## src/rtl/audrey_pkg.sv

```systemverilog
// Shared constants for the Audrey audio output path.
// Frame geometry: 1024 clk per 48 kHz frame, 64 bit slots of 16 clk each,
// 16-bit signed PCM samples per channel.
package audrey_pkg;

  localparam int unsigned CLKS_PER_FRAME  = 1024;
  localparam int unsigned CLKS_PER_BCLK   = 16;
  localparam int unsigned SLOTS_PER_FRAME = 64;
  localparam int unsigned SAMPLE_W        = 16;

  localparam int unsigned CNT_W     = $clog2(CLKS_PER_FRAME);
  localparam int unsigned SLOT_W    = $clog2(SLOTS_PER_FRAME);
  localparam int unsigned BCLK_BIT  = $clog2(CLKS_PER_BCLK) - 1;
  localparam int unsigned BIT_IDX_W = $clog2(SAMPLE_W);

  // Frame-counter value at which the sample inputs are captured.
  localparam logic [CNT_W-1:0] LATCH_CNT_DEFAULT = 10'd1000;

endpackage

```

## src/rtl/audrey_i2s_tx.sv

```systemverilog
// Philips I2S transmitter for the Audrey mixed voice output.
//
// A free-running 10-bit frame counter (one 48 kHz frame per 1024 clk) drives
// everything. Samples are captured into shadow registers at LATCH_CNT, copied
// into hold registers at the start of the next frame, and shifted out MSB
// first one bit per 16-clk slot, so the MSB follows the lrck edge by one bclk.
//
// Ports:
//   clk           49.152 MHz audio clock
//   rst_n         asynchronous active-low reset (deassertion synchronised)
//   enable        run control; low holds the block idle, counter at 0
//   sample_l/r    16-bit signed PCM samples
//   sample_strobe one-clk pulse at the start of each frame
//   i2s_bclk      bit clock, clk/16
//   i2s_lrck      word select, 0 = left, 1 = right
//   i2s_sdata     serial data
module audrey_i2s_tx
  import audrey_pkg::*;
#(
  parameter logic [CNT_W-1:0] LATCH_CNT = LATCH_CNT_DEFAULT
) (
  input  logic                clk,
  input  logic                rst_n,
  input  logic                enable,
  input  logic [SAMPLE_W-1:0] sample_l,
  input  logic [SAMPLE_W-1:0] sample_r,
  output logic                sample_strobe,
  output logic                i2s_bclk,
  output logic                i2s_lrck,
  output logic                i2s_sdata
);

  logic [1:0]           rst_sync_q;
  logic                 run;
  logic [CNT_W-1:0]     cnt_q, cnt_d;
  logic [SLOT_W-1:0]    slot;
  logic [SAMPLE_W-1:0]  shadow_l_q, shadow_r_q;
  logic [SAMPLE_W-1:0]  hold_l_q, hold_r_q;
  logic [BIT_IDX_W-1:0] bit_idx_l, bit_idx_r;
  logic                 data_bit;
  logic                 bclk_d, lrck_d, sdata_d;
  logic                 bclk_q, lrck_q, sdata_q;

  // Reset asserts immediately but releases on a clean edge; run stays low
  // until the synchroniser has filled.
  always_ff @(posedge clk or negedge rst_n) begin
    if (!rst_n) begin
      rst_sync_q <= '0;
    end else begin
      rst_sync_q <= {rst_sync_q[0], 1'b1};
    end
  end

  assign run           = enable & rst_sync_q[1];
  assign slot          = cnt_q[CNT_W-1 -: SLOT_W];
  assign sample_strobe = run & (cnt_q == '0);
  assign cnt_d         = run ? cnt_q + 1'b1 : '0;

  // Slot 1 carries bit 15 of the left word, slot 33 bit 15 of the right word.
  assign bit_idx_l = BIT_IDX_W'(SLOT_W'(SAMPLE_W) - slot);
  assign bit_idx_r = BIT_IDX_W'(SLOT_W'(3 * SAMPLE_W) - slot);

  always_comb begin
    data_bit = 1'b0;
    if (slot >= SLOT_W'(1) && slot <= SLOT_W'(SAMPLE_W)) begin
      data_bit = hold_l_q[bit_idx_l];
    end else if (slot >= SLOT_W'(2 * SAMPLE_W + 1) && slot <= SLOT_W'(3 * SAMPLE_W)) begin
      data_bit = hold_r_q[bit_idx_r];
    end
    // Gating with run forces the outputs low on the first edge after enable drops.
    bclk_d  = run & cnt_q[BCLK_BIT];
    lrck_d  = run & slot[SLOT_W-1];
    sdata_d = run & data_bit;
  end

  always_ff @(posedge clk or negedge rst_n) begin
    if (!rst_n) begin
      cnt_q      <= '0;
      shadow_l_q <= '0;
      shadow_r_q <= '0;
      hold_l_q   <= '0;
      hold_r_q   <= '0;
      bclk_q     <= 1'b0;
      lrck_q     <= 1'b0;
      sdata_q    <= 1'b0;
    end else begin
      cnt_q <= cnt_d;
      if (run && (cnt_q == LATCH_CNT)) begin
        shadow_l_q <= sample_l;
        shadow_r_q <= sample_r;
      end
      if (sample_strobe) begin
        hold_l_q <= shadow_l_q;
        hold_r_q <= shadow_r_q;
      end
      bclk_q  <= bclk_d;
      lrck_q  <= lrck_d;
      sdata_q <= sdata_d;
    end
  end

  assign i2s_bclk  = bclk_q;
  assign i2s_lrck  = lrck_q;
  assign i2s_sdata = sdata_q;

endmodule

```

## config.mk

```make
export PLATFORM = sky130hd
export DESIGN_NAME = audrey_i2s_tx
export DESIGN_NICKNAME = d
export VERILOG_FILES = /design/src/rtl/audrey_pkg.sv /design/src/rtl/audrey_i2s_tx.sv
export SDC_FILE = /design/constraint.sdc
export NUM_CORES = 1
export LEC_CHECK = 0
export CAP_MARGIN = 40
export CORE_AREA = 2 2 91 93
export DETAILED_ROUTE_END_ITERATION = 10
export DIE_AREA = 0 0 93 95
export MAX_ROUTING_LAYER = met4
export PLACE_DENSITY = 0.65
export SETUP_SLACK_MARGIN = 0.4
export SKIP_LAST_GASP = 1
export SYNTH_ARGS = -nofsm -noshare
export SYNTH_HDL_FRONTEND = slang
export SYNTH_SLANG_ARGS = --single-unit
export TNS_END_PERCENT = 5
```

## constraint.sdc

```tcl
create_clock -name clk -period 2.4 [get_ports clk]
set_input_delay 0.72 -clock clk [delete_from_list [all_inputs] [get_ports clk]]
set_output_delay 0.72 -clock clk [all_outputs]
set_load 0.03 [all_outputs]
```

# Word level (Yosys, flattened, before mapping)
# Index checks and enable logic that the tools add are counted.
# word_totals
in_bits	35
ff_bits	79
output_inout_bits	4
elab_cells	35
# classes
mux	7
bitwise_logic	5
n_eq_ne	1
add_sub_neg	3
magnitude_cmp	6
reduce_logical	4
# op_table
op	n
adder 10 x 1 -> 10 bit, second input constant	1
equality test 10 bit, second input constant	1
zero test 10 bit	1
< comparator 4 x 5 -> 1 bit, second input constant	2
2-to-1 mux 10 bit	1
binary-select mux 1 bit (select 4 bit)	2
subtractor 1 x 4 -> 4 bit, first input constant	2
>= comparator 6 x 1 -> 1 bit, second input constant	1
>= comparator 6 bit, second input constant	1
<= comparator 6 x 5 -> 1 bit, second input constant	1
<= comparator 6 bit, second input constant	1
bitwise AND 1 bit	5
2-to-1 mux 1 bit	4
logical AND 1 bit	3

# Longest topological paths before layout
# Gate-level depths: netlist of the first run.
# depth
word_depth	6
depth_mapped	9
depth_no_buf	7

# Least setup slack after synthesis of the first run
# Ideal clock, no wire load.
# synth_timing
path_type	register to output
startpoint	register cnt_q[4]
endpoint	output port sample_strobe
n_path_buf	1
path_stages_with_launch	6
arrival_ps	1529
path_slack_ps	151
path_cell_list	dfrtp_1 -> clkinv_1 -> ha_1 -> nand2_1 -> nor3_4 -> buf_6
# synth_via
elab_chain_cells	2
# synth_lines
element	line	source
start: declaration	audrey_i2s_tx.sv:35	logic [CNT_W-1:0] cnt_q, cnt_d;
start signal: assignment	audrey_i2s_tx.sv:87	cnt_q <= cnt_d;
zero test 10 bit	audrey_i2s_tx.sv:56	assign sample_strobe = run & (cnt_q == '0);
bitwise AND 1 bit	audrey_i2s_tx.sv:56	
end: declaration	audrey_i2s_tx.sv:27	output logic sample_strobe,
# No other way between the ends.

# Final worst setup path of the first run
# layout_timing
startpoint	input port enable
endpoint	output port sample_strobe
# layout_via
elab_chain_cells	2
# layout_lines
element	line	source
start: declaration	audrey_i2s_tx.sv:24	input logic enable,
bitwise AND 1 bit	audrey_i2s_tx.sv:54	assign run = enable & rst_sync_q[1];
bitwise AND 1 bit	audrey_i2s_tx.sv:56	
# No other way between the ends.

==> impl_results.md, run 1 <==
- Detailed Route WL: between 5000 and 6000 µm
- Via count: slightly above 2000
- Final period util: between 90 and 100%
- 1st-iter DRT viols: between 60 and 70
- Max-cap violations: 0
- Leak pwr: roughly 2.0 nW
- CP Max Fanout: 4
- Hold violation count in the final report: 0
- Iteration count of the initial detailed-routing pass: 4
- Hold WS: 0.325 ns
- Synth cell types: 35
- Status: completed
- Vias in the first global route: about 2100
- # DRC: 0
- Crit path max-delay cell type: dlygate4sd2_1
- RePlAce Congestion: 0.767
- Via density: 5.04
- Final #Nets: between 300 and 400
- Fin. max-slew vios: 0
- Asr flop ratio synth: 100%
- Number of I/O pins: 39
- Post-layout util: a little over half
- CP Data Arrival Time: roughly 1.6 ns
- Worst r2r path cells: 6
- Tot GR Track Use: between 15 and 20%
- Die span in y: about 95 µm
- Antenna cells: 0
- PwrDens: 613 nW/µm²
- Cells along the critical path: dlygate4sd2_1 -> nand4b_1 -> nor3_4 -> buf_6
- Synth Flop Type: dfrtp_1
- Worst vdd ir: 0.000361 V
- Min-delay worst type: input pin to async pin
- Yosys reg bits: 79
- PortBufs: 38
- Final HPWL DP: approximately 4000 µm
- Final Setup Violations: 0
- Die ar.: 8840 µm²
- Fraction of layout cells with a size suffix above 1: approximately 35%
- Sink Count: 79
- Core Region: approximately 8000 µm²
- Num CTS Buffers: 9
- DIE WIDTH: 93 µm
- Tmin final: around 2.3 ns
- Pin count of the biggest net entering global routing: 35
- Netlist Area Pre-Place: 3470 µm²
- Max stage delay on crit path: 0.25 ns
- Design Area, Final: ~4300 µm²
- Starting Density: 43.8%
- Multi-input gate area: around 1400 µm²
- Initial antenna violation count: 0
- TritonCTS clock tree: yes
- Clk buf depth: 2
- Post-synthesis sequential area ratio: 56.9%
- DRT antenna net count: 0
- CTS clk-pin slew, worst paths: 0.07 ns
- Maximum clock rate: around 0.44 GHz
- CP required: between 1.5 and 2 ns
- WL per Instance: around 15 µm
- First-pass GRT wire length: about 10000 µm
- H-tree Lvls: 3
- Sequential standard cell area: a little under 2000 µm²
- Fillers: ~680
- Placed Area: 4000 µm²
- WS Path Type: input pin to primary output
- Latest clock arrival within the worst-skew pair: around 0.34 ns
- CP startpoint kind: input pin
- Syn avg cell area: about 15 µm²
- Number of enable flip-flop cells after synthesis: 0
- Root buf cell: clkbuf_8
- Post-Synthesis Cells: roughly 240
- Area delta synth->final: 23.1%
- Total grt overflow: 0
- Crit. End Element: primary output
- Syn Nets: roughly 280
- Clk_skew: 0.00905 ns
- Row count: 33
- YS warnings: 0
- Unrepaired setup endpoints after global routing: true
==> synth_stat cells (2+ instances only) <==
| library cell | instances | share of area, % |
|---|---|---|
| xnor2_1 | 5 | 1.3 |
| a22oi_1 | 4 | 0.86 |
| a21oi_1 | 3 | 0.43 |
| and3_1 | 3 | 0.54 |
| nor2b_1 | 2 | 0.36 |
| nand4_1 | 3 | 0.54 |
| or3_1 | 2 | 0.36 |
| nand3_1 | 4 | 0.58 |
| mux2_2 | 61 | 20 |
| mux2_1 | 5 | 1.6 |
| ha_1 | 6 | 2.2 |
| mux4_1 | 4 | 3.0 |
| mux2i_1 | 6 | 1.7 |
| buf_6 | 4 | 1.3 |
| xor2_1 | 4 | 1.0 |
| nor2_1 | 14 | 1.5 |
| buf_4 | 4 | 0.86 |
| a2111oi_0 | 3 | 0.76 |
| nand2_1 | 3 | 0.32 |
| buf_2 | 2 | 0.29 |
| inv_1 | 4 | 0.43 |
| dfrtp_1 | 79 | 57 |
==> path summary, 6_finish.rpt <==
path                                         startpoint                       end  slack [ns]
worst max-delay path                             enable             sample_strobe        0.12
worst min-delay path                              rst_n        cnt_q[3]$_DFF_PN0_        0.33
worst max register to register       cnt_q[4]$_DFF_PN0_       i2s_sdata$_DFF_PN0_        0.30
worst min register to register  rst_sync_q[0]$_DFF_PN0_   rst_sync_q[1]$_DFF_PN0_        0.36
max in group asynchronous                         rst_n  hold_r_q[11]$_DFFE_PN0P_        1.51
min in group clk                rst_sync_q[0]$_DFF_PN0_   rst_sync_q[1]$_DFF_PN0_        0.36
==> repair_timing <==
action                     4_1_cts  5_1_grt
resized for setup                6        1
hold buffers                     0        0
setup endpoints to repair       69       32
pin swaps                        3        0
buffers inserted                 3        0
==> flip-flops by register name, indices dropped and copies added (netlist names) <==
| register | count |
|---|---|
| hold_l_q | 16 |
| hold_r_q | 16 |
| shadow_l_q | 16 |
| shadow_r_q | 16 |
| cnt_q | 10 |
| rst_sync_q | 2 |
| i2s_bclk | 1 |
| i2s_lrck | 1 |
| i2s_sdata | 1 |
==> cell usage in the layout, fill, tap and decap left out, types with 2 or more instances in the layout <==
cell,Yosys,routed
a2111oi_0,3,3
a21oi_1,3,3
a22oi_1,4,4
and3_1,3,3
buf_12,0,2
buf_4,4,13
bufinv_16,0,3
clkbuf_1,1,2
clkbuf_8,0,9
clkdlybuf4s50_1,0,35
dfrtp_1,79,77
dfrtp_2,0,2
ha_1,6,5
inv_1,4,4
mux2_1,5,5
mux2_2,61,61
mux2i_1,6,6
mux4_1,4,4
nand2_1,3,2
nand3_1,4,4
nand4_1,3,3
nor2_1,14,14
nor2b_1,2,2
xnor2_1,5,5
xor2_1,4,4
==> power breakdown <==
part	leakage [nW]	internal (mW)	switching, mW
Clock	0.114	0.694	0.465
Sequential	1.10	1.33	0.00290
Combinational	0.822	0.0714	0.0552
Total	2.03	2.10	0.523
==> critical path, delay by kind of cell <==
family	cells	cell delay [ns]
and+or+nand+nor	2	0.42
buffers and inverters	2	0.42
==> routing by layer <==
layer | global-route usage [%] | wire, µm
met1 | 19.6 | 2730
met2 | 24.3 | 2810
met3 | 4.39 | 270
met4 | 6.25 | 92
met5 | - | 0
==> layout make-up <==
type | instances | area share [%]
flip-flops and latches | 79 | 46.3
inverters | 5 | 0.468
well taps | 105 | 3.07
multi-input cells | 143 | 32.7
clock inverters | 5 | 2.49
clock buffers | 11 | 3.07
repair buffers | 52 | 11.9
==> logic make-up after synthesis <==
kind of cell | share of synthesized area, %
simple gates | 5.83
xor+xnor | 3.06
buf+inv | 3.10
compound gates | 2.70
flops | 56.9
other cells | 0.108
fa+ha+maj | 2.16
mux | 26.1
==> through the flow <==
| step | cells | setup TNS [ns] | total power, mW | setup WS, ns |
|---|---|---|---|---|
| 2_1_floorplan | 238 | 0 | 1.40 | 0.237 |
| 3_3_place_gp | 381 | -5.53 | 1.49 | -0.230 |
| 3_5_place_dp | 381 | -6.17 | 1.49 | -0.236 |
| 4_1_cts | 400 | 0 | 2.66 | 0.101 |
| 5_1_grt | 400 | 0 | 2.72 | 0.0401 |
| 6_report | 400 | 0 | 2.62 | 0.120 |
(Power assumes the default switching activity.)
==> inputs of run 2 (changes only) <==
--- a/config.mk
+++ b/config.mk
@@ -5,12 +5,13 @@
 export SDC_FILE = /design/constraint.sdc
 export NUM_CORES = 1
 export LEC_CHECK = 0
+export ABC_CLOCK_PERIOD_IN_PS = 2400
 export CAP_MARGIN = 40
 export CORE_AREA = 2 2 91 93
 export DETAILED_ROUTE_END_ITERATION = 10
 export DIE_AREA = 0 0 93 95
+export DONT_BUFFER_PORTS = 1
 export MAX_ROUTING_LAYER = met4
-export PLACE_DENSITY = 0.65
 export SETUP_SLACK_MARGIN = 0.4
 export SKIP_LAST_GASP = 1
 export SYNTH_ARGS = -nofsm -noshare
==> run 2 against run 1 <==
  * Largest cell class unchanged
  * Combinational power fell by 51%
  * Global-route usage decreased by 0.28 points
  * Flip-flop and latch count stayed put
  * Sequential power is essentially flat
  * Register-to-register slack worse by 0.02 ns
  * Clock power decreased by 17%
  * Non-clock buffer count fell by 34
  * Clock skew down 0.0023 ns
  * Sequential share of layout area is 4.2 points higher
  * First-iteration DRC count decreased by 5.9%
  * Clock-buffer cell count down 1
  * Worst hold slack got worse by 0.27 ns
==> impl_results.md, run 2 (same netlist as run 1, synthesis figures left out) <==
- Status: completed
- PwrDens: 601 nW/µm² (-1.9%)
- Vias in the first global route: 1974 (-8.1%)
- Detailed Route WL: 5830 µm (-1.2%)
- RePlAce Congestion: 0.716 (-6.6%)
- # DRC: 0 (unchanged)
- CP required: 1.68 ns (about the same)
- Sink Count: 79 (unchanged)
- Crit-path leading delay family: simple AND/OR/NAND/NOR gates
- Row count: 33 (unchanged)
- Starting Density: 43.8% (unchanged)
- DIE WIDTH: 93 µm (unchanged)
- Tmin final: 2.32 ns (+0.0379 ns)
- Iteration count of the initial detailed-routing pass: 3 (-1)
- Crit. End Element: primary output
- Area delta synth->final: 12.8%
- Design Area, Final: 3920 µm² (-8.4%)
- Die ar.: 8840 µm² (unchanged)
- Max-cap violations: 0 (unchanged)
- Placed Area: 3600 µm² (-10%)
- Placed Instances: 340 (-11%)
- WL per Instance: 15.9 µm (+7.9%)
- PortBufs: 0 (-100%)
- Maximum clock rate: 0.431 GHz (-1.6%)
- Unrepaired setup endpoints after global routing: true
- Setup TNS: 0 ns (unchanged)
- Die span in y: 95 µm (unchanged)
- Final HPWL DP: 3840 µm (-5.6%)
- Num CTS Buffers: 9 (unchanged)
- Total grt overflow: 0 (unchanged)
- Min-delay worst type: input pin to async pin
- CP Buf/Inv Count: 1 (-1)
- Initial antenna violation count: 0 (unchanged)
- CP Max Fanout: 5 (+1)
- Leak pwr: 1.91 nW (-6.2%)
- Worst vdd ir: 0.000367 V (+1.8%)
- Most common cell after layout, fill and taps aside: dfrtp_1
- Non-Filler Instances: 366 (-8.5%)
- Clk_skew: 0.00674 ns (-0.00231 ns)
- 1st-iter DRT viols: 64 (-5.9%)
- Crit path max-delay cell type: dfrtp_2
- WS Path Type: flip-flop to primary output
- Fin. max-slew vios: 0 (unchanged)
- H-tree Lvls: 3 (unchanged)
- Number of I/O pins: 39 (unchanged)
- Latest clock arrival within the worst-skew pair: 0.35 ns (about the same)
- CTS clk-pin slew, worst paths: 0.08 ns (about the same)
- Hold violation count in the final report: 0 (unchanged)
- Antenna cells: 0 (unchanged)
- Fraction of layout cells with a size suffix above 1: 39.5% (+4.9 points)
- Root buf cell: clkbuf_8
- Core Region: 7930 µm² (unchanged)
- Max stage delay on crit path: 0.44 ns (+0.19 ns)
- CP startpoint kind: flip-flop
- Final #Nets: 297 (-10%)
- CP Data Arrival Time: 1.60 ns (+0.04 ns)
- Via count: 1872 (-7.1%)
- Cells along the critical path: or3_4 -> nor3_4 -> buf_12
- First-pass GRT wire length: 9870 µm (-3.5%)
- DRT antenna net count: 0 (unchanged)
- Pin count of the biggest net entering global routing: 80 (+130%)
- Clk buf depth: 2 (unchanged)
- Tot GR Track Use: 15.4% (-0.28 points)
- Via density: 5.11 (+1.5%)
- TritonCTS clock tree: yes
- Final period util: 96.6% (+1.6 points)
- Final Setup Violations: 0 (unchanged)
- Commonest non-fill, non-tap cells in the layout: dfrtp_1 (78), mux2_2 (61), buf_4 (15)
==> run 2: stage by stage <==
step	hold WS (ns)	utilization, %	worst slack, ns	power, mW
floorplan	0.331	-	0.237	1.40
detailed placement	0.343	45.4	0.214	1.40
global placement	0.332	45.4	0.230	1.40
finish	0.0576	49.4	0.0818	2.36
CTS	0.0387	49.0	0.0000350	2.39
global route	0.0294	49.4	0.0303	2.45
==> run 2: worst paths after layout <==
| check | depth (start not counted) | slack [ns] | from | endpoint |
|---|---|---|---|---|
| max | 3 | 0.08 | cnt_q[3]$_DFF_PN0_ | sample_strobe |
| min | 0 | 0.06 | rst_n | shadow_l_q[8]$_DFFE_PN0P_ |
| max reg2reg | 8 | 0.28 | cnt_q[4]$_DFF_PN0_ | i2s_sdata$_DFF_PN0_ |
| min reg2reg | 0 | 0.36 | rst_sync_q[0]$_DFF_PN0_ | rst_sync_q[1]$_DFF_PN0_ |
| max in group asynchronous | 0 | 2.24 | rst_n | cnt_q[3]$_DFF_PN0_ |
| min in group clk | 0 | 0.36 | rst_sync_q[0]$_DFF_PN0_ | rst_sync_q[1]$_DFF_PN0_ |
==> run 2: layout make-up <==
class                   count  area, µm²
well taps                 105        131
multi-input cells         143       1400
flip-flops and latches     79       1980
repair buffers             18        198
clock buffers              10        128
clock inverters             6       61.3
fillers                   713       4010
inverters                   5       20.0
==> run 2: layer usage <==
layer | global-route usage [%] | routed length (µm) | vias up
li1 | - | - | 885
met1 | 19.2 | 2760 | 948
met2 | 23.3 | 2730 | 30
met3 | 3.99 | 235 | 9
met4 | 7.72 | 99 | 0
met5 | - | 0 | -
==> run 2: repair_timing <==
action                                  4_1_cts  5_1_grt
cloned                                        2        0
hold buffers                                  0        0
setup buffers                                 4        4
pin swaps                                     2        3
endpoints found under the setup margin       17       38
gates resized for setup                       1        2
==> run 2: worst reg2reg max path, cell delays in order, from the launching register on <==
cell and delay, ns:
dfrtp_1 0.37, clkinv_2 0.06, ha_2 0.40, buf_4 0.23, nor2b_1 0.07, a2111oi_0 0.43
a2111oi_1 0.11, a22oi_1 0.21, a21oi_1 0.11
==> run 2: power breakdown <==
part	total [mW]	internal (mW)	leakage (nW)	switching, mW
registers	1.33	1.33	1.10	0.00184
clock network	0.958	0.477	0.0960	0.481
logic	0.0618	0.0363	0.712	0.0255
total	2.36	1.85	1.91	0.508
==> inputs of run 3 (changes only) <==
--- a/config.mk
+++ b/config.mk
@@ -7,11 +7,14 @@
 export LEC_CHECK = 0
 export ABC_CLOCK_PERIOD_IN_PS = 2400
 export CAP_MARGIN = 40
-export CORE_AREA = 2 2 91 93
+export CORE_AREA = 2 2 80 82
+export CTS_CLUSTER_DIAMETER = 120
 export DETAILED_ROUTE_END_ITERATION = 10
-export DIE_AREA = 0 0 93 95
+export DIE_AREA = 0 0 82 84
 export DONT_BUFFER_PORTS = 1
+export GPL_ROUTABILITY_DRIVEN = 0
 export MAX_ROUTING_LAYER = met4
+export PLACE_DENSITY = 0.73
 export SETUP_SLACK_MARGIN = 0.4
 export SKIP_LAST_GASP = 1
 export SYNTH_ARGS = -nofsm -noshare
==> run 3 against run 2 <==
  * Final area is 2.0% lower
  * Register-to-register slack better by 0.07 ns
  * Core utilization is 14 points higher
  * Via count is 0.32% lower
  * Global-route usage is 4.2 points higher
  * Total power is 1.2% higher
==> impl_results.md, run 3 (same netlist as run 1, synthesis figures left out) <==
- Most common cell after layout, fill and taps aside: dfrtp_1
- Number of I/O pins: 39 (unchanged)
- Die span in y: 84 µm (-12%)
- CTS clk-pin slew, worst paths: 0.09 ns (about the same)
- Fin. max-slew vios: 0 (unchanged)
- H-tree Lvls: 3 (unchanged)
- DRT antenna net count: 0 (unchanged)
- Starting Density: 57.0% (+13 points)
- Commonest non-fill, non-tap cells in the layout: dfrtp_1 (77), mux2_2 (61), buf_4 (16)
- Sink Count: 79 (unchanged)
- Core Region: 6100 µm² (-23%)
- Die ar.: 6890 µm² (-22%)
- Final period util: 93.4% (-3.2 points)
- Crit path max-delay cell type: dfrtp_2
- Max-cap violations: 0 (unchanged)
- Num CTS Buffers: 9 (unchanged)
- WS Path Type: flip-flop to primary output
- Root buf cell: clkbuf_8
- Vias in the first global route: 1965 (-0.46%)
- Clk buf depth: 2 (unchanged)
- Setup TNS: 0 ns (unchanged)
- WL per Instance: 16.8 µm (+5.2%)
- DIE WIDTH: 82 µm (-12%)
- Final HPWL DP: 3720 µm (-3.1%)
- Unrepaired setup endpoints after global routing: true
- Tmin final: 2.24 ns (-0.0778 ns)
- CTS Hold Buffers Added: 0 (unchanged)
- Final #Nets: 296 (-0.34%)
- Area delta synth->final: 10.5%
- Tot GR Track Use: 19.5% (+4.2 points)
- CP Data Arrival Time: 1.52 ns (-0.08 ns)
- Initial antenna violation count: 0 (unchanged)
- TritonCTS clock tree: yes
- Overall power: 2.38 mW (+1.2%)
- Via density: 5.54 (+8.3%)
- Via count: 1866 (-0.32%)
- Status: completed
- Clk_skew: 0.00763 ns (+0.000885 ns)
- CP Max Fanout: 6 (+1)
- Leak pwr: 1.88 nW (-1.4%)
- Final Setup Violations: 0 (unchanged)
- 1st-iter DRT viols: 101 (+58%)
- Pin count of the biggest net entering global routing: 80 (unchanged)
- Latest clock arrival within the worst-skew pair: 0.35 ns (about the same)
- PortBufs: 0 (unchanged)
- Detailed Route WL: 5650 µm (-3.1%)
- Crit-path leading delay family: simple AND/OR/NAND/NOR gates
- Max stage delay on crit path: 0.42 ns (-0.02 ns)
- Row count: 29 (-12%)
- Crit. End Element: primary output
- CP startpoint kind: flip-flop
- Placed Instances: 313 (-7.9%)
- First-pass GRT wire length: 9630 µm (-2.5%)
- Total grt overflow: 0 (unchanged)
- CP Buf/Inv Count: 1 (unchanged)
- Iteration count of the initial detailed-routing pass: 4 (+1)
- Worst vdd ir: 0.000508 V (+38%)
- Stages on the worst setup path: 3 (unchanged)
- Non-Filler Instances: 337 (-7.9%)
- # DRC: 0 (unchanged)
- Min-delay worst type: input pin to async pin
- Hold violation count in the final report: 0 (unchanged)
- Maximum clock rate: 0.446 GHz (+3.5%)
- Fraction of layout cells with a size suffix above 1: 40.8% (+1.3 points)
- Cells along the critical path: or3_4 -> nor3_4 -> buf_6
- Worst r2r path cells: 6 (-2)
- PwrDens: 621 nW/µm² (+3.3%)
- CP required: 1.68 ns (about the same)
- Antenna cells: 0 (unchanged)
==> run 3: layer usage <==
metal	share of wire [%]	global-route usage (%)	up-vias	wire [µm]
li1	-	-	885	-
met5	0	-	-	0
met4	1.6	8.03	0	89
met2	47	27.6	35	2630
met1	47	26.0	937	2640
met3	5.2	6.60	9	291
==> run 3: timing repair <==
item                       4_1_cts  5_1_grt
setup endpoints to repair       30       12
buffers inserted                 6        2
gates resized for setup          7        1
pin swaps                        2        2
gates cloned                     0        0
==> run 3: report_power, final <==
part	switching (mW)	internal (mW)	leakage, nW	total, mW
registers	0.00185	1.33	1.10	1.33
clock network	0.515	0.491	0.101	1.01
logic	0.0235	0.0200	0.683	0.0435
total	0.540	1.84	1.88	2.38
==> run 3: final cells by class <==
type                       instances  area (µm²)
inverter                           5        20.0
fill                             474        2260
multi-input combinational        143        1410
tap                               77        96.3
clock inverter                     7        77.6
sequential                        79        1980
timing repair buffer              17         131
clock buffer                       9         124
==> run 3: final timing paths <==
kind                                         start                        end  slack (ns)
setup / recovery                cnt_q[3]$_DFF_PN0_              sample_strobe        0.16
hold / removal                               rst_n  shadow_r_q[8]$_DFFE_PN0P_        0.05
setup reg to reg                cnt_q[5]$_DFF_PN0_        i2s_sdata$_DFF_PN0_        0.35
hold reg to reg            rst_sync_q[0]$_DFF_PN0_    rst_sync_q[1]$_DFF_PN0_        0.35
max in group asynchronous                    rst_n         cnt_q[6]$_DFF_PN0_        2.22
min in group clk           rst_sync_q[0]$_DFF_PN0_    rst_sync_q[1]$_DFF_PN0_        0.35
==> run 3: through the flow <==
| step | cell area, µm² | hold slack (ns) | setup slack (ns) | util, % |
|---|---|---|---|---|
| floorplan | 3480 | 0.331 | 0.237 | - |
| global placement | 3550 | 0.332 | 0.269 | 58.3 |
| detailed placement | 3550 | 0.336 | 0.239 | 58.3 |
| CTS | 3820 | 0.0324 | 0.151 | 62.7 |
| global route | 3840 | 0.0216 | 0.0989 | 63.0 |
| finish | 3840 | 0.0507 | 0.160 | 63.0 |
